### config.mk
export PLATFORM = sky130hd
export DESIGN_NAME = robot_controller_flat
export DESIGN_NICKNAME = d
export VERILOG_FILES = /design/src/rtl/robot_if.sv /design/src/rtl/robot_controller.sv /design/src/flat_wrapper.sv
export SDC_FILE = /design/constraint.sdc
export NUM_CORES = 1
export LEC_CHECK = 0
export CAP_MARGIN = 20
export CORE_AREA = 5 5 42 44
export DETAILED_ROUTE_END_ITERATION = 7
export DIE_AREA = 0 0 47 49
export SLEW_MARGIN = 20
export SYNTH_ARGS = -nofsm -noshare
export SYNTH_HDL_FRONTEND = slang
export SYNTH_SLANG_ARGS = --single-unit
### constraint.sdc
create_clock -name clock -period 2.7 [get_ports clock]
set_input_delay 0.405 -clock clock [delete_from_list [all_inputs] [get_ports clock]]
set_output_delay 0.405 -clock clock [all_outputs]
set_load 0.05 [all_outputs]
### src/rtl/robot_if.sv
// Sensor/command bundle between the world model and the wall-following controller.
// The world (master) drives the sensor flags; the controller (slave) drives the commands.
interface robot_if;
    logic head;
    logic left;
    logic under;
    logic barrier;
    logic front;
    logic turn;
    logic remove;

    modport master (
        output head,
        output left,
        output under,
        output barrier,
        input  front,
        input  turn,
        input  remove
    );

    modport slave (
        input  head,
        input  left,
        input  under,
        input  barrier,
        output front,
        output turn,
        output remove
    );
endinterface

### src/rtl/robot_controller.sv
// Left-hand wall-following decision core: samples four sensor flags each robot tick
// and issues one registered command (front / turn / remove, or idle).
module robot_controller (
    input  logic     clock,
    input  logic     reset,
    robot_if.slave   bus
);

    typedef enum logic [2:0] {
        SEARCH  = 3'd0,
        FOLLOW  = 3'd1,
        STEP    = 3'd2,
        ROTATE  = 3'd3,
        STOPPED = 3'd4
    } state_t;

    // Two more turns follow the one issued on entry, giving a right turn.
    localparam logic [1:0] ROT_EXTRA = 2'd2;

    state_t     r_state;
    logic [1:0] r_rot_cnt;
    logic       r_front;
    logic       r_turn;
    logic       r_remove;

    state_t     w_next_state;
    state_t     w_mode;
    logic [1:0] w_next_rot_cnt;
    logic       w_front;
    logic       w_turn;
    logic       w_remove;

    // A wall on the left while searching means the wall is already found.
    assign w_mode = (r_state == SEARCH && bus.left) ? FOLLOW : r_state;

    always_comb begin
        // NOTE: every combinational output gets a default first so no path infers a latch.
        w_next_state   = r_state;
        w_next_rot_cnt = r_rot_cnt;
        w_front        = 1'b0;
        w_turn         = 1'b0;
        w_remove       = 1'b0;

        if (r_state == STOPPED || bus.under) begin
            w_next_state = STOPPED;
        end else if (bus.barrier) begin
            w_remove = 1'b1;
        end else begin
            unique case (w_mode)
                SEARCH: begin
                    if (!bus.head) begin
                        w_front = 1'b1;
                    end else begin
                        w_turn         = 1'b1;
                        w_next_rot_cnt = ROT_EXTRA;
                        w_next_state   = ROTATE;
                    end
                end
                FOLLOW: begin
                    if (!bus.left) begin
                        w_turn       = 1'b1;
                        w_next_state = STEP;
                    end else if (!bus.head) begin
                        w_front      = 1'b1;
                        w_next_state = FOLLOW;
                    end else begin
                        w_turn         = 1'b1;
                        w_next_rot_cnt = ROT_EXTRA;
                        w_next_state   = ROTATE;
                    end
                end
                STEP: begin
                    if (!bus.head) begin
                        w_front      = 1'b1;
                        w_next_state = FOLLOW;
                    end else begin
                        w_turn         = 1'b1;
                        w_next_rot_cnt = ROT_EXTRA;
                        w_next_state   = ROTATE;
                    end
                end
                ROTATE: begin
                    w_turn = 1'b1;
                    if (r_rot_cnt <= 2'd1) begin
                        w_next_rot_cnt = 2'd0;
                        w_next_state   = FOLLOW;
                    end else begin
                        w_next_rot_cnt = r_rot_cnt - 2'd1;
                    end
                end
                default: begin
                    w_next_state = SEARCH;
                end
            endcase
        end
    end

    always_ff @(posedge clock or negedge reset) begin
        if (!reset) begin
            r_state   <= SEARCH;
            r_rot_cnt <= 2'd0;
            r_front   <= 1'b0;
            r_turn    <= 1'b0;
            r_remove  <= 1'b0;
        end else begin
            // NOTE: non-blocking so every register samples pre-edge values together.
            r_state   <= w_next_state;
            r_rot_cnt <= w_next_rot_cnt;
            r_front   <= w_front;
            r_turn    <= w_turn;
            r_remove  <= w_remove;
        end
    end

    assign bus.front  = r_front;
    assign bus.turn   = r_turn;
    assign bus.remove = r_remove;

endmodule

### src/flat_wrapper.sv
// flat-port wrapper written by rule: the top's interface ports become plain ports
module robot_controller_flat 
  (clock, reset, bus_head, bus_left, bus_under, bus_barrier, bus_front, bus_turn, bus_remove);
  robot_if bus_i ();
  input  logic clock;
  input  logic reset;
  input wire logic [$bits(bus_i.head)-1:0] bus_head;
  input wire logic [$bits(bus_i.left)-1:0] bus_left;
  input wire logic [$bits(bus_i.under)-1:0] bus_under;
  input wire logic [$bits(bus_i.barrier)-1:0] bus_barrier;
  output wire logic [$bits(bus_i.front)-1:0] bus_front;
  output wire logic [$bits(bus_i.turn)-1:0] bus_turn;
  output wire logic [$bits(bus_i.remove)-1:0] bus_remove;
  assign bus_i.head = bus_head;
  assign bus_i.left = bus_left;
  assign bus_i.under = bus_under;
  assign bus_i.barrier = bus_barrier;
  assign bus_front = bus_i.front;
  assign bus_turn = bus_i.turn;
  assign bus_remove = bus_i.remove;
  robot_controller u_core (.clock(clock), .reset(reset), .bus(bus_i));
endmodule
# After elaboration in Yosys (flattened, before gate mapping)
# Index checks and enable logic that the tools add are counted.
[word_totals] elab_cells=49 reg_bits=8 output_inout_bits=3
[op_classes] n_reduce_logical=8 bitwise=2 muxes=24 n_lt_le_gt_ge=1 eq_ne=8 addsub=1
[ops] cell="3-bit 2-to-1 mux" count=6
[ops] cell="3-bit case mux with 4 select lines" count=1
[ops] cell="1-bit 2-to-1 mux" count=10
[ops] cell="2-bit 2-to-1 mux" count=4
[ops] cell="3-bit by 2-bit equality test with 1-bit output, second input constant" count=2
[ops] cell="3-bit logical NOT" count=2
[ops] cell="2-bit case mux with 3 select lines" count=1
[ops] cell="4-bit AND reduction" count=1
[ops] cell="3-bit by 1-bit equality test with 1-bit output, second input constant" count=1
[ops] cell="3-bit equality test, second input constant" count=1
[ops] cell="3-bit by 1-bit inequality test with 1-bit output, second input constant" count=1
[ops] cell="3-bit by 2-bit inequality test with 1-bit output, second input constant" count=1
[ops] cell="1-bit case mux with 3 select lines" count=1
[ops] cell="3-bit AND reduction" count=1
[ops] cell="3-bit nonzero test" count=1
[ops] cell="2-bit by 1-bit less-or-equal comparator with 1-bit output, second input constant" count=1
[ops] cell="2-bit by 1-bit inequality test with 1-bit output, second input constant" count=1
[ops] cell="2-bit inequality test, second input constant" count=1
[ops] cell="1-bit NOT" count=2
[ops] cell="1-bit case mux with 2 select lines" count=1
[ops] cell="2-bit OR reduction" count=1
[ops] cell="2-bit by 1-bit subtractor with 2-bit output, second input constant" count=1
[ops] cell="1-bit logical AND" count=1
[ops] cell="1-bit logical OR" count=1

# Depth between registers and ports, before layout
# Gate-level depths: netlist (run 1).
[depth] depth_word=8 mapped_depth=4

# Worst setup path after synthesis (run 1)
# Ideal clock, no wire load.
[synth_path] path_kind="flip-flop to flip-flop" start="register u_core.r_state[2]" end="register u_core.r_rot_cnt[0]" setup_slack_ps=1289 t_arrival_ps=1285 setup_ps=126 synth_period_minus_slack_ps=1411 path_stages_with_launch=5 path_cell_list="dfrtp_1 > or3_1 > buf_6 > and2_0 > a311o_1"
[synth_via] elab_chain_len=7 word_cells_on_any_way=15
[synth_lines] item="start, declared" line="robot_controller.sv:20" source="state_t r_state;"
[synth_lines] item="start signal, assigned" line="robot_controller.sv:107" source="r_state <= w_next_state;"
[synth_lines] item="3-bit logical NOT" line="robot_controller.sv:34" source="assign w_mode = (r_state == SEARCH && bus.left) ? FOLLOW : r_state;"
[synth_lines] item="1-bit logical AND" line="robot_controller.sv:34"
[synth_lines] item="3-bit 2-to-1 mux" line="robot_controller.sv:34"
[synth_lines] item="3-bit by 2-bit equality test with 1-bit output or 3-bit logical NOT (tied branches)" line="robot_controller.sv:49" source="unique case (w_mode)"
[synth_lines] item="2-bit OR reduction (no source line)"
[synth_lines] item="3-bit nonzero test (no source line)"
[synth_lines] item="4-bit AND reduction (no source line)"
[synth_lines] item="end signal, assigned" line="robot_controller.sv:108" source="r_rot_cnt <= w_next_rot_cnt;"
[synth_lines] item="end, declared" line="robot_controller.sv:21" source="logic [1:0] r_rot_cnt;"
# Parallel ways exist; a longest one is shown, timed or not.
# A chain may end at the register's enable or synchronous reset.

# Final worst setup path (run 1)
[layout_path] start="register u_core.r_turn (netlist: u_core.bus.turn)" end="output port bus_turn"
[layout_lines] item="start, declared" line="robot_controller.sv:23" source="logic r_turn;"
[layout_lines] item="start signal, assigned" line="robot_controller.sv:110" source="r_turn <= w_turn;"
[layout_lines] item="end, declared" line="flat_wrapper.sv:12" source="output wire logic [$bits(bus_i.turn)-1:0] bus_turn;"
# No word-level cell between the ends.

==> results_tabular.tex, run 1 <==
\begin{tabular}{lr}
\hline
Metric & Value \\
\hline
\multicolumn{2}{l}{\textbf{Layout}} \\
\quad Syn-to-layout area delta & 24.85\% \\
\quad Final instance count without filler cells & 68 \\
\quad Number of diodes added for antenna fixing & 0 \\
\quad Final core area utilization & 37.23\% \\
\quad Fraction of layout instances using a drive strength above 1 & 11.54\% \\
\quad Net count, final & 60 \\
\multicolumn{2}{l}{\textbf{STA}} \\
\quad Achievable clock frequency & 570.1 MHz \\
\quad RSZ-0062 raised after global routing & false \\
\quad Clock Skews & around 0.0017 ns \\
\quad Final cycle utilization of the critical path & between 60\% and 70\% \\
\quad Total Negative Setup Slacks & 0 ns \\
\quad Measured slew at the worst slew-check pin & 0.4919 ns \\
\quad Crit path time final & 1.754 ns \\
\quad Setup-violating endpoint count in the final report & 0 \\
\quad Max-slew violation count & 0 \\
\quad Final hold vios & 0 \\
\quad Relative slew margins & 67.11\% \\
\multicolumn{2}{l}{\textbf{Logic synthesis}} \\
\quad Post-synthesis net count & 49 \\
\quad Seq/Total Area, Yosys & between 40\% and 50\% \\
\quad Number of synthesized flops with an enable pin & 0 \\
\quad Synth Instances & 43 \\
\quad Fraction of registers with async set or reset after synthesis & 100.0\% \\
\quad Most instantiated cells after synthesis & 8 x sky130\_fd\_sc\_hd\_\_dfrtp\_1, 5 x sky130\_fd\_sc\_hd\_\_nand2b\_1, 3 x sky130\_fd\_sc\_hd\_\_nor2\_1, 3 x sky130\_fd\_sc\_hd\_\_o21ai\_0 \\
\quad Synthesized area per cell & a little under 10 um\^{}2 \\
\quad Count of synthesis-stage warnings from yosys & 0 \\
\quad Top flip-flop cell by instance count after synthesis & sky130\_fd\_sc\_hd\_\_dfrtp\_1 \\
\quad Synthesized cell area & 417.9 um\^{}2 \\
\quad Distinct cell type count after synthesis & 23 \\
\quad Most numerous cell in the Yosys netlist & sky130\_fd\_sc\_hd\_\_dfrtp\_1 \\
\quad Most area-consuming cells after synthesis & sky130\_fd\_sc\_hd\_\_dfrtp\_1 48\%, sky130\_fd\_sc\_hd\_\_nand2b\_1 7.5\%, sky130\_fd\_sc\_hd\_\_o32ai\_1 4.2\% \\
\quad Fraction of post-synthesis cell area in the top cell type by area & 47.90\% \\
\quad Number of flip-flops and latches in the synthesized netlist & 8 \\
\quad Dominant cell type by area after synthesis & sky130\_fd\_sc\_hd\_\_dfrtp\_1 \\
\multicolumn{2}{l}{\textbf{Die}} \\
\quad Overall die width & 47 um \\
\quad Effective utilization at floorplan & between 20\% and 30\% \\
\quad Number of primary I/O pins & 9 \\
\quad Total die area & 0.002303 mm\^{}2 \\
\quad Height of the chip & 49 um \\
\quad Std-Cell Core Area & approximately 0.0014 mm\^{}2 \\
\quad Row count & 14 \\
\multicolumn{2}{l}{\textbf{Clocking}} \\
\quad Clock tree from TritonCTS & done \\
\quad Root Driver & sky130\_fd\_sc\_hd\_\_clkbuf\_4 \\
\quad Insertion delay of the later-clocked pin in the worst-skew pair & 0.24 ns \\
\quad Sinks on Clock Net & 8 \\
\quad CTS clk-pin slew, worst paths & 0.05 ns \\
\quad Maximum root-to-sink buffer count & 2 \\
\quad H-tree lvl count & 1 \\
\quad Setup Fix Bufs, Post-CTS & 0 \\
\quad Post-CTS sizing & 0 \\
\quad CTS buffer count & 3 \\
\quad Number of buffers inserted by hold repair at cts & 0 \\
\multicolumn{2}{l}{\textbf{Global routing}} \\
\quad Wire length of the first global-routing pass & 1.200 mm \\
\quad Number of antenna violations at the first check in global routing & 0 \\
\quad Number of global-route vias before repair & $\sim$270 \\
\quad GRT Residual Overflow & 0 \\
\quad Largest net degree at the start of global routing & 10 \\
\quad Total Routing Usage GR & 7.321\% \\
\multicolumn{2}{l}{\textbf{Worst setup path}} \\
\quad Slowest stage cell, crit path & sky130\_fd\_sc\_hd\_\_clkdlybuf4s50\_1 \\
\quad Arrival time at the worst endpoint & 1.35 ns \\
\quad Worst path bufs/invs & 1 \\
\quad Worst Setup Start Kind & register \\
\quad Worst-path fanout max & 1 \\
\quad Highest cell delay on the worst timing path & 0.79 ns \\
\quad Worst path required time & about 2.3 ns \\
\quad Kind of critical path & reg -> out \\
\quad Critical-path cell list & clkdlybuf4s50\_1 \\
\quad Crit-path leading delay family & buffers and inverters \\
\quad Endpoint kind of the worst setup timing path & output pin \\
\multicolumn{2}{l}{\textbf{Drt}} \\
\quad TritonRoute pass-1 iters & 4 \\
\quad Average vias per placed instance & 4.779 \\
\quad Count of unresolved DRC violations after routing & 0 \\
\quad Via count & 325 \\
\quad DRT iter0 DRCs & 18 \\
\quad Final ANT Viol Nets & 0 \\
\quad Final wirelength & 708 um \\
\quad Average wire per standard cell & approximately 10 um \\
\multicolumn{2}{l}{\textbf{Placement}} \\
\quad Final estimated routing congestion in global placement & around 0.74 \\
\quad Input/output buffers & 8 \\
\quad Detailed Place HPWL & between 500 and 600 um \\
\quad Cell count after placement & 65 \\
\multicolumn{2}{l}{\textbf{Run}} \\
\quad Count of maximum capacitance violations & 0 \\
\multicolumn{2}{l}{\textbf{Power}} \\
\quad Static Leak & 0.2027 nW \\
\quad Power per cell area & $\sim$430 mW/mm\^{}2 \\
\quad Total power & roughly 230 uW \\
\quad Worst supply voltage drop on vdd & 0.0001188 V \\
\multicolumn{2}{l}{\textbf{Hold path}} \\
\quad Type of the worst min-delay path & in -> async \\
\multicolumn{2}{l}{\textbf{Status}} \\
\quad Outcome & finished, final reports clean \\
\hline
\end{tabular}
-- state kept, by name (all words and copies together), names as in the netlist --
name               count
u_core.r_state         3
u_core.bus.turn        1
u_core.bus.front       1
u_core.bus.remove      1
u_core.r_rot_cnt       2
-- stage by stage --
stage	cell area [um^2]	hold WS (ns)	worst slack [ns]
finish	521.8	0.4283	0.9459
global route	521.8	0.4531	0.8966
CTS	521.8	0.4371	0.9293
detailed placement	499.2	0.5253	0.7719
global placement	499.2	0.5355	0.7973
floorplan	417.9	0.1094	1.289
-- final timing paths --
check | slack [ns] | depth (start not counted) | from | end
max in group asynchronous | 2.03 | 1 | reset | u_core.r_state[2]
worst max-delay path | 0.95 | 1 | u_core.bus.turn | bus_turn
worst max register to register | 1.20 | 3 | u_core.r_state[2] | u_core.r_rot_cnt[0]
min in group clock | 0.53 | 1 | u_core.r_state[2] | u_core.bus.remove
worst min register to register | 0.53 | 1 | u_core.r_state[2] | u_core.bus.remove
worst min-delay path | 0.43 | 1 | reset | u_core.r_rot_cnt[1]
-- cell families (layout without fill, tap and decap cells) --
kind of cell | count (synthesis) | after routing | share of synthesized area (%)
AND/OR/NAND/NOR | 18 | 18 | 25.46
AO/OA/AOI/OAI | 13 | 13 | 20.36
flip-flops | 8 | 8 | 47.90
buffers and inverters | 4 | 13 | 6.289
-- area by class of cell --
type / instances / area, um^2
clock buffer: 3 / 22.52
fill: 150 / 879.6
inverter: 2 / 7.507
multi-input combinational: 31 / 191.4
sequential: 8 / 200.2
tap: 16 / 20.02
timing repair buffer: 8 / 80.08
-- cells in the final DEF, fill, tap and decap left out --
cell type                         count
sky130_fd_sc_hd__nand3b_1             1
sky130_fd_sc_hd__or3_1                1
sky130_fd_sc_hd__o32ai_1              2
sky130_fd_sc_hd__o21ai_1              1
sky130_fd_sc_hd__a21boi_0             1
sky130_fd_sc_hd__o21ai_0              3
sky130_fd_sc_hd__nand2b_2             1
sky130_fd_sc_hd__clkbuf_4             3
sky130_fd_sc_hd__and2_0               1
sky130_fd_sc_hd__nor2b_1              1
sky130_fd_sc_hd__nand2_1              2
sky130_fd_sc_hd__and2b_2              1
sky130_fd_sc_hd__a31oi_1              2
sky130_fd_sc_hd__nor4_1               1
sky130_fd_sc_hd__nand2b_1             5
sky130_fd_sc_hd__a21oi_1              2
sky130_fd_sc_hd__inv_1                2
sky130_fd_sc_hd__clkdlybuf4s50_1      8
sky130_fd_sc_hd__a311o_1              1
sky130_fd_sc_hd__o31ai_1              1
sky130_fd_sc_hd__dfrtp_1              8
sky130_fd_sc_hd__or2_2                1
sky130_fd_sc_hd__nor2_1               3
-- per-layer routing --
layer | vias up | GRT usage [%] | share of wire, % | wire, um
li1 | 171 | - | - | -
met1 | 146 | 11.31 | 48 | 339
met2 | 8 | 7.919 | 46 | 328
met3 | 0 | 2.214 | 5.5 | 39
met4 | 0 | 5.530 | 0 | 0
met5 | - | 0 | 0 | 0
-- report_power, final --
part           internal (mW)  switching (mW)
Sequential             0.122         0.00199
Combinational        0.00997         0.00786
Clock                 0.0504          0.0341
Total                  0.182          0.0439
Note: power is estimated with default switching activity, not from simulation.
==> run 2: changes to the inputs <==
==> constraint.sdc (replaced) <==
create_clock -name clock -period 1.5 [get_ports clock]
set_input_delay 0.225 -clock clock [delete_from_list [all_inputs] [get_ports clock]]
set_output_delay 0.225 -clock clock [all_outputs]
set_load 0.05 [all_outputs]
==> run 2 against run 1 <==
Compared with the run above: critical path depth increased by 3; sequential share of layout area shrank 2.1 points; final cell count grew 7.4%; via count up 11%; clock skew grew 0.0011 ns; routed wire length rose by 13%; core utilization grew 2.1 points; critical path type is now in -> reg; clock-buffer cell count unchanged; first-iteration DRC count fell by 100%; worst setup slack got worse by 0.84 ns; sequential cell count unchanged; sequential power up 79%.
==> results_tabular.tex, run 2 (same netlist as run 1, synthesis figures left out) <==
\begin{tabular}{lr}
\hline
Metric & Value \\
\hline
\multicolumn{2}{l}{\textbf{Layout}} \\
\quad Storage element area & 200.2 um\^{}2 \\
\quad Number of flip-flops under the largest register name & 3 \\
\quad Fraction of layout instances using a drive strength above 1 & 24.56\% \\
\quad Top flop regs & u\_core.r\_state (3), u\_core.r\_rot\_cnt (2) \\
\quad Final instance count without filler cells & 73 \\
\quad Biggest register & u\_core.r\_state \\
\quad Leading cell types in the layout, fill and taps excluded & 8 x sky130\_fd\_sc\_hd\_\_buf\_4, 8 x sky130\_fd\_sc\_hd\_\_dfrtp\_1, 5 x sky130\_fd\_sc\_hd\_\_nand2b\_1, 5 x sky130\_fd\_sc\_hd\_\_clkdlybuf4s50\_1 \\
\quad Net count, final & 65 \\
\quad Syn-to-layout area delta & 32.04\% \\
\quad Multi-input logic area & around 190 um\^{}2 \\
\quad Number of diodes added for antenna fixing & 0 \\
\quad Number of fill cells in the layout & 152 \\
\multicolumn{2}{l}{\textbf{Die}} \\
\quad Effective utilization at floorplan & between 20\% and 30\% \\
\quad Height of the chip & 49 um \\
\quad Number of primary I/O pins & 9 \\
\quad Overall die width & between 40 and 50 um \\
\quad Row count & 14 \\
\quad Total die area & 0.002303 mm\^{}2 \\
\quad Std-Cell Core Area & around 0.0014 mm\^{}2 \\
\multicolumn{2}{l}{\textbf{Clocking}} \\
\quad Setup Fix Bufs, Post-CTS & 0 \\
\quad CTS clk-pin slew, worst paths & 0.05 ns \\
\quad CTS buffer count & 3 \\
\quad Root Driver & sky130\_fd\_sc\_hd\_\_clkbuf\_4 \\
\quad H-tree lvl count & 1 \\
\quad Post-CTS sizing & 0 \\
\quad Clock tree from TritonCTS & done \\
\quad Maximum root-to-sink buffer count & 2 \\
\quad Sinks on Clock Net & 8 \\
\quad Insertion delay of the later-clocked pin in the worst-skew pair & between 0.2 and 0.3 ns \\
\quad Number of buffers inserted by hold repair at cts & 0 \\
\multicolumn{2}{l}{\textbf{Worst setup path}} \\
\quad Worst Setup Start Kind & primary input \\
\quad Arrival time at the worst endpoint & 1.53 ns \\
\quad Worst path required time & approximately 1.6 ns \\
\quad Endpoint kind of the worst setup timing path & register \\
\quad Kind of critical path & in -> reg \\
\quad Worst-path fanout max & 6 \\
\multicolumn{2}{l}{\textbf{Hold path}} \\
\quad Type of the worst min-delay path & in -> async \\
\multicolumn{2}{l}{\textbf{Placement}} \\
\quad Detailed Place HPWL & $\sim$640 um \\
\quad Cell count after placement & 70 \\
\quad Final estimated routing congestion in global placement & between 0.8 and 0.9 \\
\quad Worst slack at placement & -0.1577 ns \\
\quad Input/output buffers & 8 \\
\multicolumn{2}{l}{\textbf{STA}} \\
\quad Clock Skews & 0.002850 ns \\
\quad Measured slew at the worst slew-check pin & 0.3653 ns \\
\quad Min Hold Slack & 0.2528 ns \\
\quad Crit path time final & 1.393 ns \\
\quad Max-slew violation count & 0 \\
\quad Relative slew margins & 75.57\% \\
\quad Achievable clock frequency & 718.0 MHz \\
\quad Final hold vios & 0 \\
\quad Worst setup slack after layout & roughly 0.11 ns \\
\quad Total Negative Setup Slacks & 0 ns \\
\quad Final cycle utilization of the critical path & $\sim$93\% \\
\quad Setup-violating endpoint count in the final report & 0 \\
\quad RSZ-0062 raised after global routing & false \\
\multicolumn{2}{l}{\textbf{Drt}} \\
\quad TritonRoute pass-1 iters & 1 \\
\quad Final wirelength & 798 um \\
\quad DRT iter0 DRCs & 0 \\
\quad Count of unresolved DRC violations after routing & 0 \\
\quad Final ANT Viol Nets & 0 \\
\quad Via count & 360 \\
\quad Average wire per standard cell & 10.93 um \\
\quad Average vias per placed instance & 4.932 \\
\multicolumn{2}{l}{\textbf{Power}} \\
\quad Power per cell area & 760.3 mW/mm\^{}2 \\
\quad Worst supply voltage drop on vdd & about 0.00030 V \\
\quad Static Leak & 0.2309 nW \\
\multicolumn{2}{l}{\textbf{Run}} \\
\quad Count of maximum capacitance violations & 0 \\
\multicolumn{2}{l}{\textbf{Global routing}} \\
\quad Total Routing Usage GR & 8.782\% \\
\quad GRT Residual Overflow & 0 \\
\quad Number of global-route vias before repair & 316 \\
\quad Largest net degree at the start of global routing & 10 \\
\quad Wire length of the first global-routing pass & roughly 1.4 mm \\
\quad Number of antenna violations at the first check in global routing & 0 \\
\multicolumn{2}{l}{\textbf{Status}} \\
\quad Outcome & finished, final reports clean \\
\hline
\end{tabular}
[run 2: cell types whose count changed in the layout (fill, tap and decap cells not counted), sizes merged]
cell	before	now
buf	0	8
clkdlybuf4s50	8	5
[run 2: layout make-up]
class / count / area share [%]
multi-input cells: 31 / 34.69
inverters: 2 / 1.361
clock buffers: 3 / 4.082
well taps: 16 / 3.628
flip-flops and latches: 8 / 36.28
repair buffers: 13 / 19.95
[run 2: per-stage QoR]
step	power, mW	utilization [%]	instance area, um^2
finish	0.4195	39.38	551.8
global route	0.4500	39.38	551.8
CTS	0.4317	39.38	551.8
detailed placement	0.2628	37.77	529.3
global placement	0.2626	37.77	529.3
floorplan	0.2352	-	417.9
[run 2: path summary, 6_finish.rpt]
check	start	end	slack, ns	cells past startpoint
setup / recovery	bus_under	u_core.r_rot_cnt[0]	0.11	4
hold / removal	reset	u_core.r_rot_cnt[1]	0.25	1
setup reg to reg	u_core.r_state[2]	u_core.r_rot_cnt[0]	0.11	3
hold reg to reg	u_core.r_state[2]	u_core.bus.remove	0.56	2
max in group asynchronous	reset	u_core.bus.front	0.98	1
min in group clock	u_core.r_state[2]	u_core.bus.remove	0.56	2
[run 2: critical path, stage by stage]
cell	delay, ns
sky130_fd_sc_hd__clkdlybuf4s50_1	0.41
sky130_fd_sc_hd__or3_1	0.44
sky130_fd_sc_hd__and2_0	0.19
sky130_fd_sc_hd__a311o_1	0.26
[run 2: per-layer routing]
metal / global-route usage, % / wire length, um / up-vias
met4: 8.295 / 34 / 0
met3: 3.321 / 46 / 4
li1: - / - / 180
met5: 0 / 0 / -
met2: 9.955 / 350 / 10
met1: 11.86 / 367 / 166
[run 2: report_power, final]
part / total, mW / switching (mW) / internal, mW
sequential: 0.222 / 0.00324 / 0.219
clock: 0.161 / 0.0697 / 0.0913
combinational: 0.0365 / 0.0153 / 0.0212
==> run 3: changes to the inputs <==
--- a/config.mk
+++ b/config.mk
@@ -9,6 +9,7 @@
 export CORE_AREA = 5 5 42 44
 export DETAILED_ROUTE_END_ITERATION = 7
 export DIE_AREA = 0 0 47 49
+export RECOVER_POWER = 100
 export SLEW_MARGIN = 20
 export SYNTH_ARGS = -nofsm -noshare
 export SYNTH_HDL_FRONTEND = slang
==> constraint.sdc (replaced) <==
create_clock -name clock -period 1.6 [get_ports clock]
set_input_delay 0.24 -clock clock [delete_from_list [all_inputs] [get_ports clock]]
set_output_delay 0.24 -clock clock [all_outputs]
set_load 0.05 [all_outputs]
==> run 3 against run 2 <==
Compared with the run above: non-clock buffer count shrank 1; critical path type unchanged; largest cell class unchanged; sequential power shrank 6%; worst setup slack improved by 0.11 ns; routed wire length grew 2.9%; hold slack better by 0.082 ns; first-iteration DRC count up 2; register-to-register slack better by 0.12 ns; largest power group unchanged; clock power is 7% lower; final cell count decreased by 1.4%.
==> results_tabular.tex, run 3 (same netlist as run 1, synthesis figures left out) <==
\begin{tabular}{lr}
\hline
Metric & Value \\
\hline
\multicolumn{2}{l}{\textbf{Status}} \\
\quad Outcome & finished, final reports clean \\
\multicolumn{2}{l}{\textbf{Layout}} \\
\quad Most common cell after layout, fill and taps aside & sky130\_fd\_sc\_hd\_\_dfrtp\_1 \\
\quad Number of fill cells in the layout & 162 \\
\quad Top flop regs & u\_core.r\_state (3), u\_core.r\_rot\_cnt (2) \\
\quad Number of flip-flops under the largest register name & 3 \\
\quad Biggest register & u\_core.r\_state \\
\quad Number of diodes added for antenna fixing & 0 \\
\quad Syn-to-layout area delta & 26.65\% \\
\quad Fraction of layout instances using a drive strength above 1 & 16.07\% \\
\quad Final instance area & between 500 and 600 um\^{}2 \\
\quad Leading cell types in the layout, fill and taps excluded & 8 x sky130\_fd\_sc\_hd\_\_dfrtp\_1, 5 x sky130\_fd\_sc\_hd\_\_nand2b\_1, 4 x sky130\_fd\_sc\_hd\_\_o21ai\_0, 4 x sky130\_fd\_sc\_hd\_\_clkdlybuf4s50\_1, 4 x sky130\_fd\_sc\_hd\_\_clkbuf\_1 \\
\quad Net count, final & 64 \\
\multicolumn{2}{l}{\textbf{Global routing}} \\
\quad Number of antenna violations at the first check in global routing & 0 \\
\quad Total Routing Usage GR & 9.001\% \\
\quad GRT Residual Overflow & 0 \\
\quad Largest net degree at the start of global routing & 10 \\
\quad Number of global-route vias before repair & 332 \\
\quad Wire length of the first global-routing pass & between 1 and 1.5 mm \\
\multicolumn{2}{l}{\textbf{Power}} \\
\quad Total power & 391.7 uW \\
\quad Switching part of the total & 20.88\% \\
\quad Power dissipated by switching net loads & 81.79 uW \\
\quad Register share of total power & a little over half \\
\quad Worst supply voltage drop on vdd & 0.0002152 V \\
\quad Share of total power in the clock network & 38.3\% \\
\quad Combinational share of power & 8.6\% \\
\quad Internal power & 309.9 uW \\
\quad Static Leak & 0.2113 nW \\
\quad Power per cell area & roughly 740 mW/mm\^{}2 \\
\multicolumn{2}{l}{\textbf{Worst setup path}} \\
\quad CP Launch Point & bus\_under \\
\quad Kind of critical path & in -> reg \\
\quad Worst Setup Start Kind & primary input \\
\quad Worst-path fanout max & 5 \\
\quad Arrival time at the worst endpoint & 1.52 ns \\
\quad Worst path required time & 1.73 ns \\
\quad Endpoint kind of the worst setup timing path & register \\
\quad Source of the worst register-to-register timing path & u\_core.r\_state[2] \\
\multicolumn{2}{l}{\textbf{Placement}} \\
\quad Worst slack at placement & -0.04878 ns \\
\quad Detailed Place HPWL & 655.2 um \\
\quad Final estimated routing congestion in global placement & $\sim$0.75 \\
\quad Area post-placement & 521.8 um\^{}2 \\
\quad Input/output buffers & 8 \\
\multicolumn{2}{l}{\textbf{Die}} \\
\quad Row count & 14 \\
\quad Total die area & roughly 0.0023 mm\^{}2 \\
\quad Std-Cell Core Area & roughly 0.0014 mm\^{}2 \\
\quad Overall die width & $\sim$47 um \\
\quad Number of primary I/O pins & 9 \\
\quad Effective utilization at floorplan & 29.82\% \\
\quad Height of the chip & 49 um \\
\multicolumn{2}{l}{\textbf{STA}} \\
\quad Final hold vios & 0 \\
\quad Max-slew violation count & 0 \\
\quad Setup-violating endpoint count in the final report & 0 \\
\quad Achievable clock frequency & 723.6 MHz \\
\quad Clock Skews & 0.002708 ns \\
\quad Worst setup slack after layout & between 0.2 and 0.25 ns \\
\quad Crit path time final & 1.382 ns \\
\quad Relative slew margins & between 60\% and 70\% \\
\quad Measured slew at the worst slew-check pin & between 0.5 and 0.6 ns \\
\quad Final cycle utilization of the critical path & between 80\% and 90\% \\
\quad RSZ-0062 raised after global routing & false \\
\multicolumn{2}{l}{\textbf{Clocking}} \\
\quad CTS buffer count & 3 \\
\quad CTS clk-pin slew, worst paths & 0.05 ns \\
\quad Setup Fix Bufs, Post-CTS & 0 \\
\quad Clock tree from TritonCTS & done \\
\quad Insertion delay of the later-clocked pin in the worst-skew pair & 0.25 ns \\
\quad Maximum root-to-sink buffer count & 2 \\
\quad Number of buffers inserted by hold repair at cts & 0 \\
\quad Post-CTS sizing & 0 \\
\quad Root Driver & sky130\_fd\_sc\_hd\_\_clkbuf\_4 \\
\quad H-tree lvl count & 1 \\
\quad Sinks on Clock Net & 8 \\
\multicolumn{2}{l}{\textbf{Hold path}} \\
\quad Type of the worst min-delay path & in -> async \\
\multicolumn{2}{l}{\textbf{Drt}} \\
\quad TritonRoute pass-1 iters & 2 \\
\quad Final wirelength & 821 um \\
\quad Via count & between 300 and 400 \\
\quad Average wire per standard cell & 11.40 um \\
\quad Final ANT Viol Nets & 0 \\
\quad Average vias per placed instance & 4.861 \\
\quad DRT iter0 DRCs & 2 \\
\quad Count of unresolved DRC violations after routing & 0 \\
\multicolumn{2}{l}{\textbf{Run}} \\
\quad Count of maximum capacitance violations & 0 \\
\hline
\end{tabular}
-- run 3: path summary, 6_finish.rpt --
check	to	slack [ns]	cells past startpoint
setup / recovery	u_core.r_rot_cnt[0]	0.22	4
hold / removal	u_core.bus.remove	0.34	1
setup reg to reg	u_core.r_rot_cnt[0]	0.23	3
hold reg to reg	u_core.r_rot_cnt[1]	0.56	2
max in group asynchronous	u_core.bus.turn	1.00	1
min in group clock	u_core.r_rot_cnt[1]	0.56	2
-- run 3: metal layers --
layer	track usage, %	routed length [um]
met1	11.66	379
met2	10.86	355
met3	3.321	57
met4	8.295	29
met5	0	0
-- run 3: power by group through the flow --
| stage | Clock (mW) | Sequential, mW | Combinational [mW] |
|---|---|---|---|
| after detailed placement | 0 | 0.211 | 0.0357 |
| after global routing | 0.172 | 0.208 | 0.0379 |
| after floorplan | 0 | 0.210 | 0.00996 |
| after global placement | 0 | 0.211 | 0.0350 |
| after CTS | 0.156 | 0.208 | 0.0356 |
| final | 0.150 | 0.208 | 0.0338 |
-- run 3: metrics by stage --
step	cells	util [%]	hold WS [ns]	setup TNS, ns
finish	72	37.77	0.3352	0
global route	72	37.77	0.3500	0
global placement	69	37.23	0.5406	-0.02354
CTS	72	38.84	0.2716	0
floorplan	43	-	-0.05559	0
detailed placement	69	37.23	0.5407	-0.08018
-- run 3: worst max-delay path, stage by stage --
cell                              delay, ns
sky130_fd_sc_hd__clkdlybuf4s50_1       0.42
sky130_fd_sc_hd__or3_1                 0.42
sky130_fd_sc_hd__and2_0                0.18
sky130_fd_sc_hd__a311o_1               0.26
-- run 3: layout make-up --
class / count / area (um^2) / share of cell area (%)
Multi-Input combinational cell: 31 / 191.4 / 36.17
Inverter: 2 / 7.507 / 1.418
Tap cell: 16 / 20.02 / 3.783
Timing Repair Buffer: 12 / 87.58 / 16.55
Sequential cell: 8 / 200.2 / 37.83
Clock buffer: 3 / 22.52 / 4.255
